File: src/rtl/p19_tinyqv_periph_pkg.sv
// Shared definitions for the TinyQV UART transmit peripheral:
// register offsets, STATUS bit layout and serialiser states.
package p19_tinyqv_periph_pkg;

    localparam logic [3:0] REG_TXDATA  = 4'h0;
    localparam logic [3:0] REG_STATUS  = 4'h4;
    localparam logic [3:0] REG_DIVISOR = 4'h8;

    localparam int STATUS_BUSY_BIT  = 0;
    localparam int STATUS_FULL_BIT  = 1;
    localparam int STATUS_EMPTY_BIT = 2;
    localparam int STATUS_LEVEL_LSB = 4;
    localparam int STATUS_LEVEL_W   = 4;

    typedef enum logic [1:0] {
        ST_IDLE,
        ST_START,
        ST_DATA,
        ST_STOP
    } tx_state_e;

endpackage

File: src/rtl/p19_tinyqv_uart_tx_if.sv
// TinyQV non-memory data-bus slice seen by one peripheral; the bus
// wrapper has already decoded the peripheral select.
interface p19_tinyqv_uart_tx_if;

    logic        sel;
    logic [3:0]  addr;
    logic [1:0]  data_write_n;
    logic [1:0]  data_read_n;
    logic [31:0] data_in;
    logic [31:0] data_out;
    logic        data_ready;

    modport master (
        output sel, addr, data_write_n, data_read_n, data_in,
        input  data_out, data_ready
    );

    modport slave (
        input  sel, addr, data_write_n, data_read_n, data_in,
        output data_out, data_ready
    );

endinterface

File: src/rtl/p19_tinyqv_sync_fifo.sv
// Single-clock circular FIFO with extra-MSB pointers so full and empty
// are distinguishable without a separate counter.
module p19_tinyqv_sync_fifo #(
    parameter  int DATA_W = 8,
    parameter  int DEPTH  = 4,
    localparam int AW     = $clog2(DEPTH)
) (
    input  logic              clk,
    input  logic              rst,
    input  logic              i_push,
    input  logic              i_pop,
    input  logic [DATA_W-1:0] i_wdata,
    output logic [DATA_W-1:0] o_rdata,
    output logic              o_full,
    output logic              o_empty,
    output logic [AW:0]       o_level
);

    logic [DATA_W-1:0] r_mem [DEPTH];
    logic [AW:0]       r_wptr;
    logic [AW:0]       r_rptr;
    logic              w_pop;

    assign o_empty = (r_wptr == r_rptr);
    assign o_full  = (r_wptr[AW] != r_rptr[AW]) && (r_wptr[AW-1:0] == r_rptr[AW-1:0]);
    assign o_level = r_wptr - r_rptr;
    assign o_rdata = r_mem[r_rptr[AW-1:0]];
    assign w_pop   = i_pop & ~o_empty;

    always_ff @(posedge clk or posedge rst) begin
        if (rst) begin
            r_wptr <= '0;
            r_rptr <= '0;
        end else begin
            if (i_push)
                r_wptr <= r_wptr + (AW+1)'(1);
            if (w_pop)
                r_rptr <= r_rptr + (AW+1)'(1);
        end
    end

    // A push into a full FIFO only happens alongside a pop; the slot being
    // overwritten is read out on the same edge.
    always_ff @(posedge clk) begin
        if (i_push)
            r_mem[r_wptr[AW-1:0]] <= i_wdata;
    end

endmodule

File: src/rtl/p19_tinyqv_uart_tx.sv
// TinyQV UART transmitter: TXDATA/STATUS/DIVISOR registers, TX FIFO and
// an 8N1 serialiser with back-to-back frames and an empty interrupt.
module p19_tinyqv_uart_tx
    import p19_tinyqv_periph_pkg::*;
#(
    parameter int          FIFO_DEPTH = 4,
    parameter logic [15:0] DIV_RESET  = 16'd555
) (
    input  logic                 clk,
    input  logic                 rst,
    p19_tinyqv_uart_tx_if.slave  bus,
    output logic                 uart_txd,
    output logic                 tx_empty_irq
);

    localparam int LVL_W = $clog2(FIFO_DEPTH) + 1;

    function automatic logic [15:0] sat_div(input logic [15:0] v);
        return (v < 16'd2) ? 16'd2 : v;
    endfunction

    tx_state_e          r_state;
    tx_state_e          w_state_nxt;
    logic [15:0]        r_div;
    logic [15:0]        r_baud;
    logic [2:0]         r_bit;
    logic [7:0]         r_shift;
    logic               r_irq;

    logic [3:0]         w_off;
    logic               w_wr;
    logic               w_rd;
    logic               w_txdata_wr;
    logic               w_div_wr;
    logic               w_ready;
    logic               w_push;
    logic               w_pop;
    logic               w_full;
    logic               w_empty;
    logic               w_bit_end;
    logic [LVL_W-1:0]   w_level;
    logic [4:0]         w_level5;
    logic [7:0]         w_fifo_dout;
    logic [31:0]        w_rdata;
    logic               w_unused;

    assign w_off       = {bus.addr[3:2], 2'b00};
    assign w_wr        = bus.sel & (bus.data_write_n != 2'b11);
    assign w_rd        = bus.sel & (bus.data_read_n != 2'b11) & ~w_wr;
    assign w_txdata_wr = w_wr & (w_off == REG_TXDATA);
    assign w_div_wr    = w_wr & (w_off == REG_DIVISOR);
    assign w_bit_end   = (r_baud == 16'd0);

    // Only a TXDATA write against a full FIFO can stall, and a pop on the
    // same edge frees the slot it needs.
    assign w_ready        = (w_wr | w_rd) & ~(w_txdata_wr & w_full & ~w_pop);
    assign w_push         = w_txdata_wr & w_ready;
    assign bus.data_ready = w_ready;

    p19_tinyqv_sync_fifo #(
        .DATA_W (8),
        .DEPTH  (FIFO_DEPTH)
    ) u_fifo (
        .clk     (clk),
        .rst     (rst),
        .i_push  (w_push),
        .i_pop   (w_pop),
        .i_wdata (bus.data_in[7:0]),
        .o_rdata (w_fifo_dout),
        .o_full  (w_full),
        .o_empty (w_empty),
        .o_level (w_level)
    );

    always_comb begin
        w_state_nxt = r_state;
        w_pop       = 1'b0;
        case (r_state)
            ST_IDLE: begin
                if (!w_empty) begin
                    w_pop       = 1'b1;
                    w_state_nxt = ST_START;
                end
            end
            ST_START: begin
                if (w_bit_end)
                    w_state_nxt = ST_DATA;
            end
            ST_DATA: begin
                if (w_bit_end && (r_bit == 3'd7))
                    w_state_nxt = ST_STOP;
            end
            ST_STOP: begin
                if (w_bit_end) begin
                    if (!w_empty) begin
                        w_pop       = 1'b1;
                        w_state_nxt = ST_START;
                    end else begin
                        w_state_nxt = ST_IDLE;
                    end
                end
            end
            default: w_state_nxt = ST_IDLE;
        endcase
    end

    // A new divisor is only picked up when the baud counter reloads, so
    // the bit in flight keeps its length.
    always_ff @(posedge clk or posedge rst) begin
        if (rst) begin
            r_state <= ST_IDLE;
            r_baud  <= '0;
            r_bit   <= '0;
            r_div   <= DIV_RESET;
            r_irq   <= 1'b1;
        end else begin
            r_state <= w_state_nxt;
            if (w_pop || ((r_state != ST_IDLE) && w_bit_end))
                r_baud <= r_div;
            else if (r_state != ST_IDLE)
                r_baud <= r_baud - 16'd1;
            if (r_state == ST_START)
                r_bit <= '0;
            else if ((r_state == ST_DATA) && w_bit_end)
                r_bit <= r_bit + 3'd1;
            if (w_div_wr)
                r_div <= sat_div(bus.data_in[15:0]);
            if (w_push)
                r_irq <= 1'b0;
            else if ((r_state == ST_STOP) && w_bit_end && w_empty)
                r_irq <= 1'b1;
        end
    end

    always_ff @(posedge clk) begin
        if (w_pop)
            r_shift <= w_fifo_dout;
        else if ((r_state == ST_DATA) && w_bit_end)
            r_shift <= {1'b0, r_shift[7:1]};
    end

    assign uart_txd     = (r_state == ST_START) ? 1'b0 :
                          (r_state == ST_DATA)  ? r_shift[0] : 1'b1;
    assign tx_empty_irq = r_irq;

    assign w_level5 = 5'(w_level);

    always_comb begin
        w_rdata = '0;
        case (w_off)
            REG_STATUS: begin
                w_rdata[STATUS_BUSY_BIT]  = (r_state != ST_IDLE);
                w_rdata[STATUS_FULL_BIT]  = w_full;
                w_rdata[STATUS_EMPTY_BIT] = w_empty;
                w_rdata[STATUS_LEVEL_LSB +: STATUS_LEVEL_W] = w_level5[3:0];
            end
            REG_DIVISOR: w_rdata[15:0] = r_div;
            default: ;
        endcase
    end

    assign bus.data_out = w_rd ? w_rdata : 32'd0;

    assign w_unused = ^{bus.data_in[31:16], bus.addr[1:0], w_level5[4]};

endmodule

File: src/flat_wrapper.sv
// flat-port wrapper written by rule: the top's interface ports become plain ports
module p19_tinyqv_uart_tx_flat import p19_tinyqv_periph_pkg::*;
#(
    parameter int          FIFO_DEPTH = 4,
    parameter logic [15:0] DIV_RESET  = 16'd555
)
  (clk, rst, uart_txd, tx_empty_irq, bus_sel, bus_addr, bus_data_write_n, bus_data_read_n, bus_data_in, bus_data_out, bus_data_ready);
  p19_tinyqv_uart_tx_if bus_i ();
  input  logic clk;
  input  logic rst;
  output logic uart_txd;
  output logic tx_empty_irq;
  input wire logic [$bits(bus_i.sel)-1:0] bus_sel;
  input wire logic [$bits(bus_i.addr)-1:0] bus_addr;
  input wire logic [$bits(bus_i.data_write_n)-1:0] bus_data_write_n;
  input wire logic [$bits(bus_i.data_read_n)-1:0] bus_data_read_n;
  input wire logic [$bits(bus_i.data_in)-1:0] bus_data_in;
  output wire logic [$bits(bus_i.data_out)-1:0] bus_data_out;
  output wire logic [$bits(bus_i.data_ready)-1:0] bus_data_ready;
  assign bus_i.sel = bus_sel;
  assign bus_i.addr = bus_addr;
  assign bus_i.data_write_n = bus_data_write_n;
  assign bus_i.data_read_n = bus_data_read_n;
  assign bus_i.data_in = bus_data_in;
  assign bus_data_out = bus_i.data_out;
  assign bus_data_ready = bus_i.data_ready;
  p19_tinyqv_uart_tx #(.FIFO_DEPTH(FIFO_DEPTH), .DIV_RESET(DIV_RESET)) u_core (.clk(clk), .rst(rst), .bus(bus_i), .uart_txd(uart_txd), .tx_empty_irq(tx_empty_irq));
endmodule
File: config.mk
export PLATFORM = sky130hd
export DESIGN_NAME = p19_tinyqv_uart_tx_flat
export DESIGN_NICKNAME = d
export VERILOG_FILES = /design/src/rtl/p19_tinyqv_periph_pkg.sv /design/src/rtl/p19_tinyqv_uart_tx_if.sv /design/src/rtl/p19_tinyqv_sync_fifo.sv /design/src/rtl/p19_tinyqv_uart_tx.sv /design/src/flat_wrapper.sv
export SDC_FILE = /design/constraint.sdc
export NUM_CORES = 1
export LEC_CHECK = 0
export CAP_MARGIN = 5
export CORE_AREA = 2 2 172 90
export DETAILED_ROUTE_END_ITERATION = 12
export DIE_AREA = 0 0 174 92
export PLACE_DENSITY = 0.6
export SETUP_SLACK_MARGIN = 0.4
export SLEW_MARGIN = 20
export SYNTH_ARGS = -nofsm -noshare
export SYNTH_HDL_FRONTEND = slang
export SYNTH_HIERARCHICAL = 1
export SYNTH_SLANG_ARGS = --single-unit
File: constraint.sdc
create_clock -name clk -period 5.11 [get_ports clk]
set_input_delay 1.022 -clock clk [delete_from_list [all_inputs] [get_ports clk]]
set_output_delay 1.022 -clock clk [all_outputs]
set_load 0.02 [all_outputs]
-- Word level (Yosys, flattened, before mapping)
Memories as Yosys holds them, arrays and structs flattened.
Index checks and enable logic that the tools add are counted.
- ROM bits: 0
- flip-flop bits (word level): 52
- output and inout port bits: 35
- input bits: 43
- bits in writable memories: 32
- word-level logic and storage cells: 88
- latch bits: 0
- memories kept: 1
- memories (name ; depth ; bits a word ; rd ports ; clocked after memory_dff ; wr ports ; line ; text):
    u_core.u_fifo.r_mem ; 4 ; 8 ; 1 ; 0 ; 1 ; p19_tinyqv_sync_fifo.sv:19 ; logic [DATA_W-1:0] r_mem [DEPTH];
- shift operators: 0
- multiplexer cells: 27
- bitwise gates (word level): 15
- reductions and logical operators: 16
- equal/unequal tests: 15
- div/mod/pow operators: 0
- add/sub/neg operators: 5
- multipliers: 0
- $lt $le $gt $ge: 1
- operators by type and width (cell ; number):
    $mux 16 ; 4
    $mux 8 ; 3
    $logic_not 16->1 ; 1
    $lt 16x2->1 const B ; 1
    $sub 16x1->16 const B ; 1
    $and 1x1->1 ; 10
    $mux 1 ; 10
    $reduce_bool 2->1 ; 5
    $add 3x1->3 const B ; 3
    $mux 2 ; 4
    $pmux 2 s4 ; 1
    $pmux 4 s2 ; 1
    $eq 2x2->1 const B ; 3
    $logic_and 1x1->1 ; 6
    $mux 3 ; 2
    $ne 2x1->1 const B ; 3
    $ne 2x2->1 const B ; 3
    $pmux 3 s2 ; 1
    $eq 2x1->1 const B ; 2
    $logic_not 4->1 ; 1
    $not 1->1 ; 4
    $reduce_and 4->1 ; 1
    $eq 3x3->1 ; 1
    $eq 3x3->1 const B ; 1
    other kinds (7) ; 7

-- Depth between registers and ports, before layout
Gate-level depths: netlist of run 1.
- depth in word-level cells: 11
- mapped depth: 12

-- Hierarchy
The synthesis of run 1 kept the hierarchy.
- modules (own cells, without submodules) (module ; instances ; sequential area each (µm²) ; area each (µm²) ; cells each):
    p19_tinyqv_uart_tx ; 1 ; 1198.6 ; 2653.8 ; 254
    p19_tinyqv_sync_fifo ; 1 ; 1111.1 ; 1581.5 ; 82

-- Least setup slack after synthesis of run 1
OpenSTA, ideal clock, no wires.
- kind: flip-flop to output port
- from: register u_core.r_baud[5]
- to: output bus_data_ready
- required time: 4.088 ns
- stages on the path, launching flop included: 8
- buffers on the path: 2
- data arrival time: 2.360 ns
- path slack: 1.728 ns
- cells stage by stage: dfrtp_1 -> or4_4 -> or4_4 -> buf_6 -> o31a_1 -> buf_6 -> nand2_1 -> o221a_2
- longest elaborated chain between the ends: 7
- RTL lines (what ; line ; text):
    start: declaration ; p19_tinyqv_uart_tx.sv:25 ; logic [15:0] r_baud;
    start signal: assignment ; p19_tinyqv_uart_tx.sv:119 ; r_baud <= r_div;
    start signal: assignment ; p19_tinyqv_uart_tx.sv:121 ; r_baud <= r_baud - 16'd1;
    $logic_not 16->1 ; p19_tinyqv_uart_tx.sv:52 ; assign w_bit_end = (r_baud == 16'd0);
    $mux 1 ; p19_tinyqv_uart_tx.sv:94 ; if (w_bit_end) begin
    $pmux 1 s2 ; p19_tinyqv_uart_tx.sv:78 ; case (r_state)
    $not 1->1 ; p19_tinyqv_uart_tx.sv:56 ; assign w_ready = (w_wr | w_rd) & ~(w_txdata_wr & w_full & ~w_pop);
    $and 1x1->1 ; p19_tinyqv_uart_tx.sv:56 ;
    $not 1->1 ; p19_tinyqv_uart_tx.sv:56 ;
    $and 1x1->1 ; p19_tinyqv_uart_tx.sv:56 ;
    end: declaration ; flat_wrapper.sv:19 ; output wire logic [$bits(bus_i.data_ready)-1:0] bus_data_ready;
No other way between the ends.

-- Final worst setup path of run 1
- from: register u_core.u_fifo.r_rptr[1]
- to: output bus_data_ready
- longest elaborated chain between the ends: 8
- elaborated cells on any way between the ends: 11
- RTL lines (what ; line ; text):
    start: declaration ; p19_tinyqv_sync_fifo.sv:21 ; logic [AW:0] r_rptr;
    start signal: assignment ; p19_tinyqv_sync_fifo.sv:38 ; r_rptr <= r_rptr + (AW+1)'(1);
    $eq 3x3->1 * ; p19_tinyqv_sync_fifo.sv:24 ; assign o_empty = (r_wptr == r_rptr);
    net u_core.w_empty ; p19_tinyqv_uart_tx.sv:39 ; logic w_empty;
    $mux 1 * ; p19_tinyqv_uart_tx.sv:80, p19_tinyqv_uart_tx.sv:95 ;
    $mux 1 ; p19_tinyqv_uart_tx.sv:94 ;
    $pmux 1 s2 * ; p19_tinyqv_uart_tx.sv:78 ;
    $not 1->1 * ; p19_tinyqv_uart_tx.sv:56 ;
    $and 1x1->1 * ; p19_tinyqv_uart_tx.sv:56 ;
    $not 1->1 * ; p19_tinyqv_uart_tx.sv:56 ;
    $and 1x1->1 * ; p19_tinyqv_uart_tx.sv:56 ;
Mark *: on every way through the listed nets, which the timed path passes. The rest lies on a longest branch.

==> impl_metrics.csv, run 1 <==
group,metric,value,unit
timing,setup_viol,0,
critical_path,cpPeakStageDelay,690,ps
critical_path,critical_path.top_delay_family,"simple AND/OR/NAND/NOR gates",
layout,regArea,2310,µm²
grt,grt_pass1_vias,2682,
critical_path,crit_type,"flop to output pin",
power_and_ir_drop,p_sw_share,34.79,%
power_and_ir_drop,power_switching,0.0009245,W
floorplanning,fp.dieArea,16010,µm²
floorplanning,die_y,92,µm
detailed_routing,vias,2661,
cts,post_cts_buffers,0,
cts,worstSkewPairLatency,340,ps
synthesis,netlist_area,4235,µm²
detailed_routing,drc,0,
layout,design_area,5125,µm²
layout,final_util,34.78,%
floorplanning,ios,78,
power_and_ir_drop,powerDensity,518.5,nW/µm²
cts,cts_buffer_depth,2,
power_and_ir_drop,p_clk_share,25.1,%
layout,syn_to_final_growth,21.00,%
critical_path,worstSetupStartpointType,"flop",
detailed_routing,dr.pass1.iters,4,
timing,fmax,0.2338,GHz
floorplanning,core.rowCount,32,
grt,grt_pass1_wl,14930,µm
critical_path,critPathMaxFanout,11,
min_path,worstHoldPathCells,1,
layout,fin_cells,590,
critical_path,r2r_cells,10,
floorplanning,start_util,28.74,%
timing,finalSetupTns,0,ps
flow_run,maxCapViolCount,0,
timing,finClkSkew,7.708,ps
critical_path,cp.buffers_inverters,2,
critical_path,crit_top_cell,"nand2_1",
cts,cts_sinks,84,
critical_path,crit_required,4090,ps
detailed_routing,first_iter_violations,146,
synthesis,ys_seq_area_share,54.53,%
timing,max_slew_margin,40.28,%
floorplanning,core_area,14730,µm²
placed_design,io_buffers,43,
layout,final_nets,444,
synthesis,synthFlopType,"edfxtp_1",
cts,root_buffer,"clkbuf_16",
synthesis,ys_warn_count,6,
synthesis,synth-seq-cells,84,
cts,cts-resized-gates,0,
synthesis,synthCells,336,
synthesis,synth-edff-count,40,
layout,antennaDiodeCount,0,
synthesis,synth_area_per_cell,12.61,µm²
cts,cts_tree,"built",
floorplanning,fp.dieW,174,µm
cts,cts_hold_buffers,0,
critical_path,path_depth,10,
grt,track_usage,12.45,%
synthesis,async_flop_share,52.38,%
timing,rsz0062_at_grt,"false",
critical_path,arrival,3260,ps
critical_path,endpoint_kind,"output pin",
timing,period_minus_slack,4278,ps
cts,htreeDepth,3,
power_and_ir_drop,p_int,0.001733,W
power_and_ir_drop,p_leak,1.975,nW
detailed_routing,wire_per_inst,16.04,µm
run_status,outcome,"finished clean",
detailed_routing,wl,9464,µm
grt,antenna_found_initial,0,
timing,finalHoldViolCount,0,
placed_design,post_dp_cell_area,4818,µm²
placed_design,place.gp.congestion,0.7986,
power_and_ir_drop,pwr-share-comb,34.9,%
timing,worst_pin_slew,893.3,ps
layout,drive_gt1_share,16.84,%
grt,grt_max_degree,39,
critical_path,path_cells,"inv_1 -> ha_1 -> nand2_1 -> nor2_1 -> nor2_1 -> nand2_1 -> o31a_1 -> nand2_1 -> o221a_2 -> clkdlybuf4s50_1",
layout,multi_input_area,1730,µm²
detailed_routing,ant_nets,0,
timing,finalCritPeriodShare,83.72,%
min_path,hold_class,"flop to flop",
timing,slew_violations,0,
synthesis,synth_cell_types,44,
cts,cts_buffers,9,
power_and_ir_drop,share_seq_of_total_power,40.0,%
critical_path,cp_slowest_cell,"dfrtp_1",
placed_design,dp_hpwl,7009,µm
detailed_routing,vias_per_cell,4.510,
grt,grt_overflow,0,
layout,nFillCells,1485,
power_and_ir_drop,ir_drop,0.1537,mV
placed_design,place_inst,574,
cts,path_clk_slew,60,ps
-- per-stage QoR --
step / worst slack, ps / hold slack [ps] / power (W)
final: 832.1 / 520.0 / 0.002657
after global routing: 619.4 / 555.4 / 0.002840
after CTS: 831.2 / 531.8 / 0.002679
after detailed placement: 864.4 / 517.0 / 0.001993
after global placement: 867.9 / 497.3 / 0.001949
after floorplan: 1728 / 471.3 / 0.001762
-- logic make-up after synthesis --
family                   share of synthesized area, %
buffers and inverters                           5.968
multiplexers                                    12.32
XOR/XNOR                                        4.106
other                                         0.08854
AND/OR/NAND/NOR                                 11.02
adder cells (fa/ha/maj)                         6.086
AO/OA/AOI/OAI                                   5.879
flip-flops                                      54.53
-- registers in the layout, indices dropped and copies added (netlist names) --
signal / count
u_core/u_fifo/r_rptr: 3
u_core/r_shift: 8
u_core/r_div: 16
u_core/u_fifo/r_wptr: 3
u_core/r_baud: 16
u_core/u_fifo/r_mem: 32
u_core/r_bit: 3
u_core/tx_empty_irq: 1
u_core/r_state: 2
-- final timing paths --
kind | from | end | slack, ps
min in group asynchronous | rst | u_core/u_fifo/r_rptr[0] | 940
max reg2reg | u_core/u_fifo/r_rptr[1] | u_core/u_fifo/r_mem[3][5] | 1610
min reg2reg | u_core/r_baud[15] | u_core/r_baud[15] | 520
min | u_core/r_baud[15] | u_core/r_baud[15] | 520
max in group asynchronous | rst | u_core/r_div[9] | 3580
max | u_core/u_fifo/r_rptr[1] | bus_data_ready | 830
-- power groups by stage --
stage | Combinational (W) | Sequential (W) | Clock (W)
2_1_floorplan | 0.000749 | 0.00101 | 0
3_3_place_gp | 0.000887 | 0.00106 | 0
3_5_place_dp | 0.000919 | 0.00107 | 0
4_1_cts | 0.000930 | 0.00106 | 0.000689
5_1_grt | 0.00104 | 0.00108 | 0.000721
6_report | 0.000927 | 0.00106 | 0.000668
-- synth_stat cells, types with 2 or more instances --
library cell	count	area share, %
a21oi_1	16	1.9
a22oi_1	6	1.1
a31oi_1	3	0.44
and2_1	14	2.1
buf_2	4	0.47
buf_4	16	2.8
buf_6	2	0.53
clkbuf_1	5	0.44
dfrtp_1	38	22
dfstp_2	6	3.7
edfxtp_1	40	28
ha_1	19	5.6
inv_1	19	1.7
mux2_1	2	0.53
mux2_2	19	5.1
mux2_4	5	1.8
mux2i_1	3	0.71
mux4_2	8	4.3
nand2_1	12	1.1
nand2b_1	3	0.44
nand3_1	4	0.47
nor2_1	30	2.7
nor2b_1	3	0.44
nor3_1	5	0.59
nor4_1	5	0.74
o21ai_0	4	0.47
o31a_1	3	0.62
o31ai_1	2	0.35
or3_1	7	1.0
or4_1	2	0.35
or4_4	2	0.53
xnor2_1	13	2.7
xor2_1	5	1.0
-- layer usage --
metal	wire (µm)	share of wire (%)	global-route usage, %
met5	0	0	0
met4	50	0.53	3.361
met3	554	5.9	4.353
met2	3721	39	16.33
met1	5138	54	18.96
-- layout make-up --
class	count	area share, %
clock buffer	9	4.395
inverter	19	1.392
timing repair buffer	46	8.838
clock inverter	7	1.562
tap	204	4.980
sequential	84	45.07
multi-input combinational	221	33.76
-- placed cells by master (no fill, tap or decap), types with 4 or more instances in the layout --
master,Yosys,routed
nand3_1,4,4
dfrtp_1,38,38
mux4_2,8,8
nand2_1,12,12
clkbuf_16,0,9
ha_1,19,19
xnor2_1,13,13
xor2_1,5,5
conb_1,1,16
a22oi_1,6,6
dfstp_2,6,6
mux2_4,5,5
and2_1,14,14
nor2_1,30,30
inv_1,19,19
nor4_1,5,5
mux2_2,19,19
edfxtp_1,40,40
clkdlybuf4s50_1,0,43
o21ai_0,4,4
nor3_1,5,5
a21oi_1,16,16
or3_1,7,7
No activity file was read; power rests on OpenSTA's default activity.
==> run 2, diff against run 1 <==
--- a/config.mk
+++ b/config.mk
@@ -9,7 +9,7 @@
 export CORE_AREA = 2 2 172 90
 export DETAILED_ROUTE_END_ITERATION = 12
 export DIE_AREA = 0 0 174 92
-export PLACE_DENSITY = 0.6
+export PLACE_DENSITY = 0.62
 export SETUP_SLACK_MARGIN = 0.4
 export SLEW_MARGIN = 20
 export SYNTH_ARGS = -nofsm -noshare
==> constraint.sdc (replaced) <==
create_clock -name clk -period 3.4 [get_ports clk]
set_input_delay 0.68 -clock clk [delete_from_list [all_inputs] [get_ports clk]]
set_output_delay 0.68 -clock clk [all_outputs]
set_load 0.02 [all_outputs]
==> impl_metrics.csv, run 2 (synthesized netlist as in run 1, its figures left out) <==
group,metric,value,unit
detailed_routing,vias,2750,
timing,fmax,0.3237,GHz
timing,finalHoldViolCount,0,
critical_path,cp-startpoint,"u_core/r_baud[2]",
timing,max_slew_margin,59.58,%
placed_design,place_inst,586,
grt,antenna_found_initial,0,
layout,fin_cells,606,
cts,cts_sinks,84,
timing,timing.hold.ws,519.8,ps
layout,antennaDiodeCount,0,
critical_path,arrival,2410,ps
cts,root_buffer,"clkbuf_16",
layout,design_area,5230,µm²
floorplanning,ios,78,
critical_path,crit_type,"flop to output pin",
floorplanning,core.rowCount,32,
floorplanning,fp.dieArea,16010,µm²
timing,period_minus_slack,3089,ps
cts,htreeDepth,3,
critical_path,cpPeakStageDelay,540,ps
placed_design,io_buffers,43,
timing,worst_pin_slew,600.8,ps
cts,cts_hold_buffers,0,
critical_path,endpoint_kind,"output pin",
cts,worstSkewPairLatency,330,ps
timing,finalCritPeriodShare,90.86,%
cts,cts_buffer_depth,2,
layout,final_nets,460,
detailed_routing,vias_per_cell,4.538,
critical_path,path_cells,"or4_4 -> or4_4 -> o31a_1 -> nand2_1 -> o221a_4 -> buf_6",
placed_design,dp_hpwl,7276,µm
floorplanning,core_area,14730,µm²
critical_path,worstSetupStartpointType,"flop",
critical_path,cp_slowest_cell,"or4_4",
timing,finClkSkew,6.512,ps
cts,cts_buffers,9,
critical_path,cp.buffers_inverters,1,
critical_path,crit_top_cell,"or4_4",
grt,grt_overflow,0,
detailed_routing,dr.pass1.iters,4,
grt,track_usage,12.81,%
placed_design,pre_cts_ws,62.07,ps
detailed_routing,drc,0,
timing,rsz0062_at_grt,"true",
grt,grt_pass1_wl,15370,µm
critical_path,critPathMaxFanout,3,
power_and_ir_drop,ir_drop,0.2254,mV
critical_path,crit_required,2720,ps
layout,layout_common_cells,"40 x edfxtp_1, 37 x dfrtp_1, 30 x nor2_1",
critical_path,r2r_cells,7,
critical_path,reg2reg_from,"u_core/r_baud[2]",
placed_design,place.gp.congestion,0.8465,
timing,setup_ws,310.7,ps
detailed_routing,wire_per_inst,16.02,µm
min_path,hold_class,"flop to flop",
power_and_ir_drop,powerDensity,759.5,nW/µm²
flow_run,maxCapViolCount,0,
critical_path,endpoint,"bus_data_ready",
detailed_routing,ant_nets,0,
floorplanning,start_util,28.74,%
run_status,outcome,"finished clean",
cts,cts_tree,"built",
layout,largest_reg_flops,32,
layout,nFillCells,1474,
grt,grt_max_degree,39,
cts,path_clk_slew,60,ps
timing,finalSetupTns,0,ps
timing,slew_violations,0,
critical_path,path_depth,6,
placed_design,post_dp_cell_area,4931,µm²
floorplanning,die_y,92,µm
layout,drive_gt1_share,21.39,%
timing,setup_viol,0,
grt,grt_pass1_vias,2808,
layout,syn_to_final_growth,23.49,%
layout,layout_commonest_cell,"edfxtp_1",
critical_path,critical_path.top_delay_family,"simple AND/OR/NAND/NOR gates",
power_and_ir_drop,p_leak,2.097,nW
detailed_routing,first_iter_violations,102,
critical_path,rr_endpoint,"u_core/u_fifo/r_mem[1][4]",
critical_path,reg2reg_slack,390,ps
floorplanning,fp.dieW,174,µm
detailed_routing,wl,9711,µm
[run 2: cell types whose count changed in the layout (fill, tap and decap cells not counted), sizes merged]
cell	previous run	this run
buf	3	20
clkdlybuf4s50	43	26
dlygate4sd2	0	9
clkdlybuf4s15	0	6
clkinv	1	4
inv	23	20
clkbuf	9	11
bufinv	1	0
[run 2: worst min-delay path: cells and delay by family, from the launching register on]
kind	cells	cell delay, ps
flip-flops	1	350
AND/OR/NAND/NOR	1	60
AO/OA/AOI/OAI	1	70
[run 2: final cells by class]
type                       instances  area [µm²]  area share [%]
timing repair buffer              62       570.5           10.91
tap                              204       255.2           4.880
multi-input combinational        221        1754           33.54
inverter                          19       71.32           1.364
clock buffer                      10       229.0           4.378
sequential                        84        2311           44.19
clock inverter                     6       38.79          0.7416
[run 2: report_power, final]
group	switching, W	internal, W
combinational	0.000798	0.000729
clock	0.000384	0.000493
sequential	0.000199	0.00137
[run 2: timing repair]
action / 4_1_cts / 5_1_grt
resized for setup: 22 / 13
endpoints found under the setup margin: 50 / 43
buffers inserted: 1 / 3
pin swaps: 2 / 3
[run 2: metrics by stage]
stage / utilization (%) / total power, W
finish: 35.50 / 0.003972
global route: 35.50 / 0.004259
CTS: 35.19 / 0.003971
detailed placement: 33.47 / 0.003065
global placement: 33.47 / 0.002978
floorplan: - / 0.002651
[run 2: worst min-delay path by stage]
| stage | end | from | depth (start not counted) | slack, ps |
|---|---|---|---|---|
| 4_1_cts | u_core/r_div[13] | u_core/r_div[13] | 1 | 530 |
| 3_5_place_dp | u_core/r_div[14] | u_core/r_div[14] | 1 | 510 |
| 5_1_grt | u_core/r_div[15] | u_core/r_div[15] | 1 | 540 |
| 6_report | u_core/r_baud[15] | u_core/r_div[15] | 2 | 520 |
| 2_1_floorplan | u_core/u_fifo/r_rptr[0] | rst | 1 | 470 |
| 3_3_place_gp | u_core/r_baud[15] | u_core/r_baud[15] | 1 | 500 |
[run 2: metal layers]
metal / global-route usage [%] / share of wire [%] / vias to the layer above
met5: 0 / 0 / -
met4: 3.221 / 0.62 / 0
li1: - / - / 1293
met2: 17.43 / 40 / 79
met1: 18.83 / 51 / 1374
met3: 4.892 / 8.8 / 4
==> run 3, diff against run 2 <==
--- a/config.mk
+++ b/config.mk
@@ -5,11 +5,12 @@
 export SDC_FILE = /design/constraint.sdc
 export NUM_CORES = 1
 export LEC_CHECK = 0
+export ABC_AREA = 1
 export CAP_MARGIN = 5
-export CORE_AREA = 2 2 172 90
+export CORE_AREA = 2 2 181 94
 export DETAILED_ROUTE_END_ITERATION = 12
-export DIE_AREA = 0 0 174 92
-export PLACE_DENSITY = 0.62
+export DIE_AREA = 0 0 183 96
+export PLACE_DENSITY = 0.61
 export SETUP_SLACK_MARGIN = 0.4
 export SLEW_MARGIN = 20
 export SYNTH_ARGS = -nofsm -noshare
==> impl_metrics.csv, run 3 <==
group,metric,value,unit
run_status,outcome,"finished clean",
critical_path,cp_slowest_cell,"clkdlybuf4s50_1",
layout,antennaDiodeCount,0,
timing,setup_viol,0,
timing,period_minus_slack,3016,ps
power_and_ir_drop,power_switching,0.001989,W
grt,grt_pass1_wl,19730,µm
timing,finClkSkew,12.06,ps
synthesis,synth-seq-cells,84,
grt,grt_overflow,0,
detailed_routing,drc,0,
critical_path,path_cells,"clkdlybuf4s50_1 -> inv_1 -> ha_1 -> nand3_1 -> a21oi_1 -> dlygate4sd2_1",
layout,layout_commonest_cell,"nand2_1",
power_and_ir_drop,ir_drop,0.2462,mV
cts,cts_tree,"built",
critical_path,arrival,2340,ps
grt,grt_max_degree,39,
synthesis,yosysMostFrequentCell,"nand2_1",
synthesis,synth_cell_types,42,
flow_run,maxCapViolCount,0,
power_and_ir_drop,p_int,0.002546,W
synthesis,synth-edff-count,40,
critical_path,cp-startpoint,"bus_addr[2]",
critical_path,reg2reg_from,"u_core/u_fifo/r_wptr[0]",
layout,regArea,2311,µm²
layout,layout_common_cells,"148 x nand2_1, 60 x nor2_1, 59 x inv_1",
cts,root_buffer,"clkbuf_16",
detailed_routing,wl,12190,µm
layout,final_util,35.04,%
layout,final_nets,675,
synthesis,async_flop_share,52.38,%
layout,nFillCells,1665,
detailed_routing,dr.pass1.iters,5,
synthesis,netlist_area,4735,µm²
power_and_ir_drop,p_leak,2.530,nW
floorplanning,core.rowCount,33,
synthesis,synthTopCellsByArea,"edfxtp_1 25%, dfrtp_1 20%, nand2_1 12%",
critical_path,crit_required,2720,ps
critical_path,worstSetupStartpointType,"input pin",
timing,slew_violations,0,
synthesis,synth_area_leader_cell,"edfxtp_1",
power_and_ir_drop,p_clk_share,21.7,%
cts,cts_buffers,9,
cts,cts_hold_buffers,0,
detailed_routing,ant_nets,0,
synthesis,netlist.area_leader.share,25.37,%
detailed_routing,met1_length,7016,µm
timing,fmax,0.3316,GHz
cts,worstSkewPairLatency,350,ps
floorplanning,fp.dieArea,17570,µm²
placed_design,post_dp_cell_area,5343,µm²
power_and_ir_drop,p_sw_share,43.85,%
synthesis,synthFlopType,"edfxtp_1",
power_and_ir_drop,powerDensity,807.8,nW/µm²
critical_path,cpPeakStageDelay,520,ps
critical_path,critPathMaxFanout,6,
floorplanning,die_y,96,µm
critical_path,cp.buffers_inverters,3,
grt,antenna_found_initial,0,
cts,path_clk_slew,70,ps
cts,htreeDepth,3,
timing,worst_pin_slew,549.4,ps
layout,syn_to_final_growth,18.58,%
layout,largest_reg_flops,32,
detailed_routing,vias,3833,
synthesis,synthCells,564,
power_and_ir_drop,pwr-share-comb,43.6,%
min_path,min_from,"u_core/r_div[7]",
detailed_routing,top_layer,"met4",
layout,design_area,5614,µm²
placed_design,io_buffers,43,
grt,track_usage,14.90,%
floorplanning,fp.dieW,183,µm
power_and_ir_drop,share_seq_of_total_power,34.6,%
detailed_routing,wire_per_inst,14.74,µm
layout,drive_gt1_share,10.86,%
timing,finalSetupTns,0,ps
floorplanning,core_area,16020,µm²
detailed_routing,wl_met3,738,µm
detailed_routing,route.met2.wl,4377,µm
min_path,hold_class,"flop to flop",
timing,finalHoldViolCount,0,
synthesis,ys_top_cells_by_count,"149 x nand2_1, 60 x nor2_1, 59 x inv_1",
layout,multi_input_area,1987,µm²
grt,grt_pass1_vias,3456,
detailed_routing,vias_per_cell,4.635,
synthesis,ys_seq_area_share,48.78,%
timing,finalCritPeriodShare,88.70,%
cts,cts_sinks,84,
synthesis,ys_warn_count,6,
critical_path,endpoint_kind,"output pin",
placed_design,dp_hpwl,9189,µm
detailed_routing,first_iter_violations,283,
timing,timing.hold.ws,500.5,ps
critical_path,crit_type,"input pin to output pin",
critical_path,critical_path.top_delay_family,"buffers and inverters",
cts,cts_buffer_depth,2,
synthesis,synth_area_per_cell,8.395,µm²
timing,max_slew_margin,63.24,%
timing,rsz0062_at_grt,"true",
floorplanning,start_util,29.55,%
placed_design,place.gp.congestion,0.8494,
cts,post_cts_buffers,0,
floorplanning,ios,78,
run 3: cell types whose count changed after synthesis, sizes merged, moves of 26 or more:
cell and delta:
mux2 -26, o21ai +34, inv +44, nand2 +144
nor2 +36, nand3 +45
run 3: path summary, 6_finish.rpt:
check	cells after the start	slack (ps)	end
setup / recovery	6	380	bus_data_out[2]
hold / removal	2	500	u_core/r_baud[7]
setup reg to reg	12	740	u_core/r_shift[0]
hold reg to reg	2	500	u_core/r_baud[7]
max in group asynchronous	3	2200	u_core/r_div[9]
min in group asynchronous	2	610	u_core/u_fifo/r_rptr[1]
run 3: final cells by class:
type,instances,area share (%)
multi-input cells,397,35.39
well taps,210,4.680
clock buffers,9,4.012
flip-flops and latches,84,41.16
repair buffers,56,9.026
inverters,64,4.368
clock inverters,7,1.359
run 3: cell families (layout without fill, tap and decap cells):
kind of cell             count (synthesis)  count (layout)  share of synthesized area [%]
flip-flops                              84              84                          48.78
AO/OA/AOI/OAI                           73              73                          8.378
adder cells (fa/ha/maj)                 20              20                          5.444
AND/OR/NAND/NOR                        282             282                          25.71
other                                    1              16                        0.07921
buffers and inverters                   98             136                          10.49
XOR/XNOR                                 6               6                          1.110
run 3: metrics by stage:
| stage | worst slack, ps | cells | power, W |
|---|---|---|---|
| final | 384.2 | 827 | 0.004535 |
| after detailed placement | 37.43 | 811 | 0.003546 |
| after global routing | 289.7 | 827 | 0.004932 |
| after CTS | 177.8 | 827 | 0.004550 |
| after global placement | 62.60 | 811 | 0.003512 |
| after floorplan | 868.4 | 579 | 0.003071 |
run 3: worst register-to-register path: cells and delay by family, from the launching register on:
kind | cells | cell delay (ps)
flip-flops | 1 | 400
adder cells (fa/ha/maj) | 1 | 310
buffers and inverters | 5 | 1070
AND/OR/NAND/NOR | 6 | 620
run 3: power groups by stage:
stage / Clock, W / Combinational (W) / Sequential, W
2_1_floorplan: 0 / 0.00155 / 0.00152
3_3_place_gp: 0 / 0.00194 / 0.00158
3_5_place_dp: 0 / 0.00196 / 0.00158
4_1_cts: 0.00101 / 0.00197 / 0.00156
5_1_grt: 0.00105 / 0.00228 / 0.00160
6_report: 0.000985 / 0.00198 / 0.00157
run 3: layer usage:
layer,track usage (%),vias to the layer above
met5,0,-
met4,3.400,0
met3,3.065,6
met2,18.31,120
met1,25.05,1813
li1,-,1894
run 3: timing repair:
item,CTS,global route
endpoints found under the setup margin,17,10
pin swaps,0,0
resized for setup,20,11
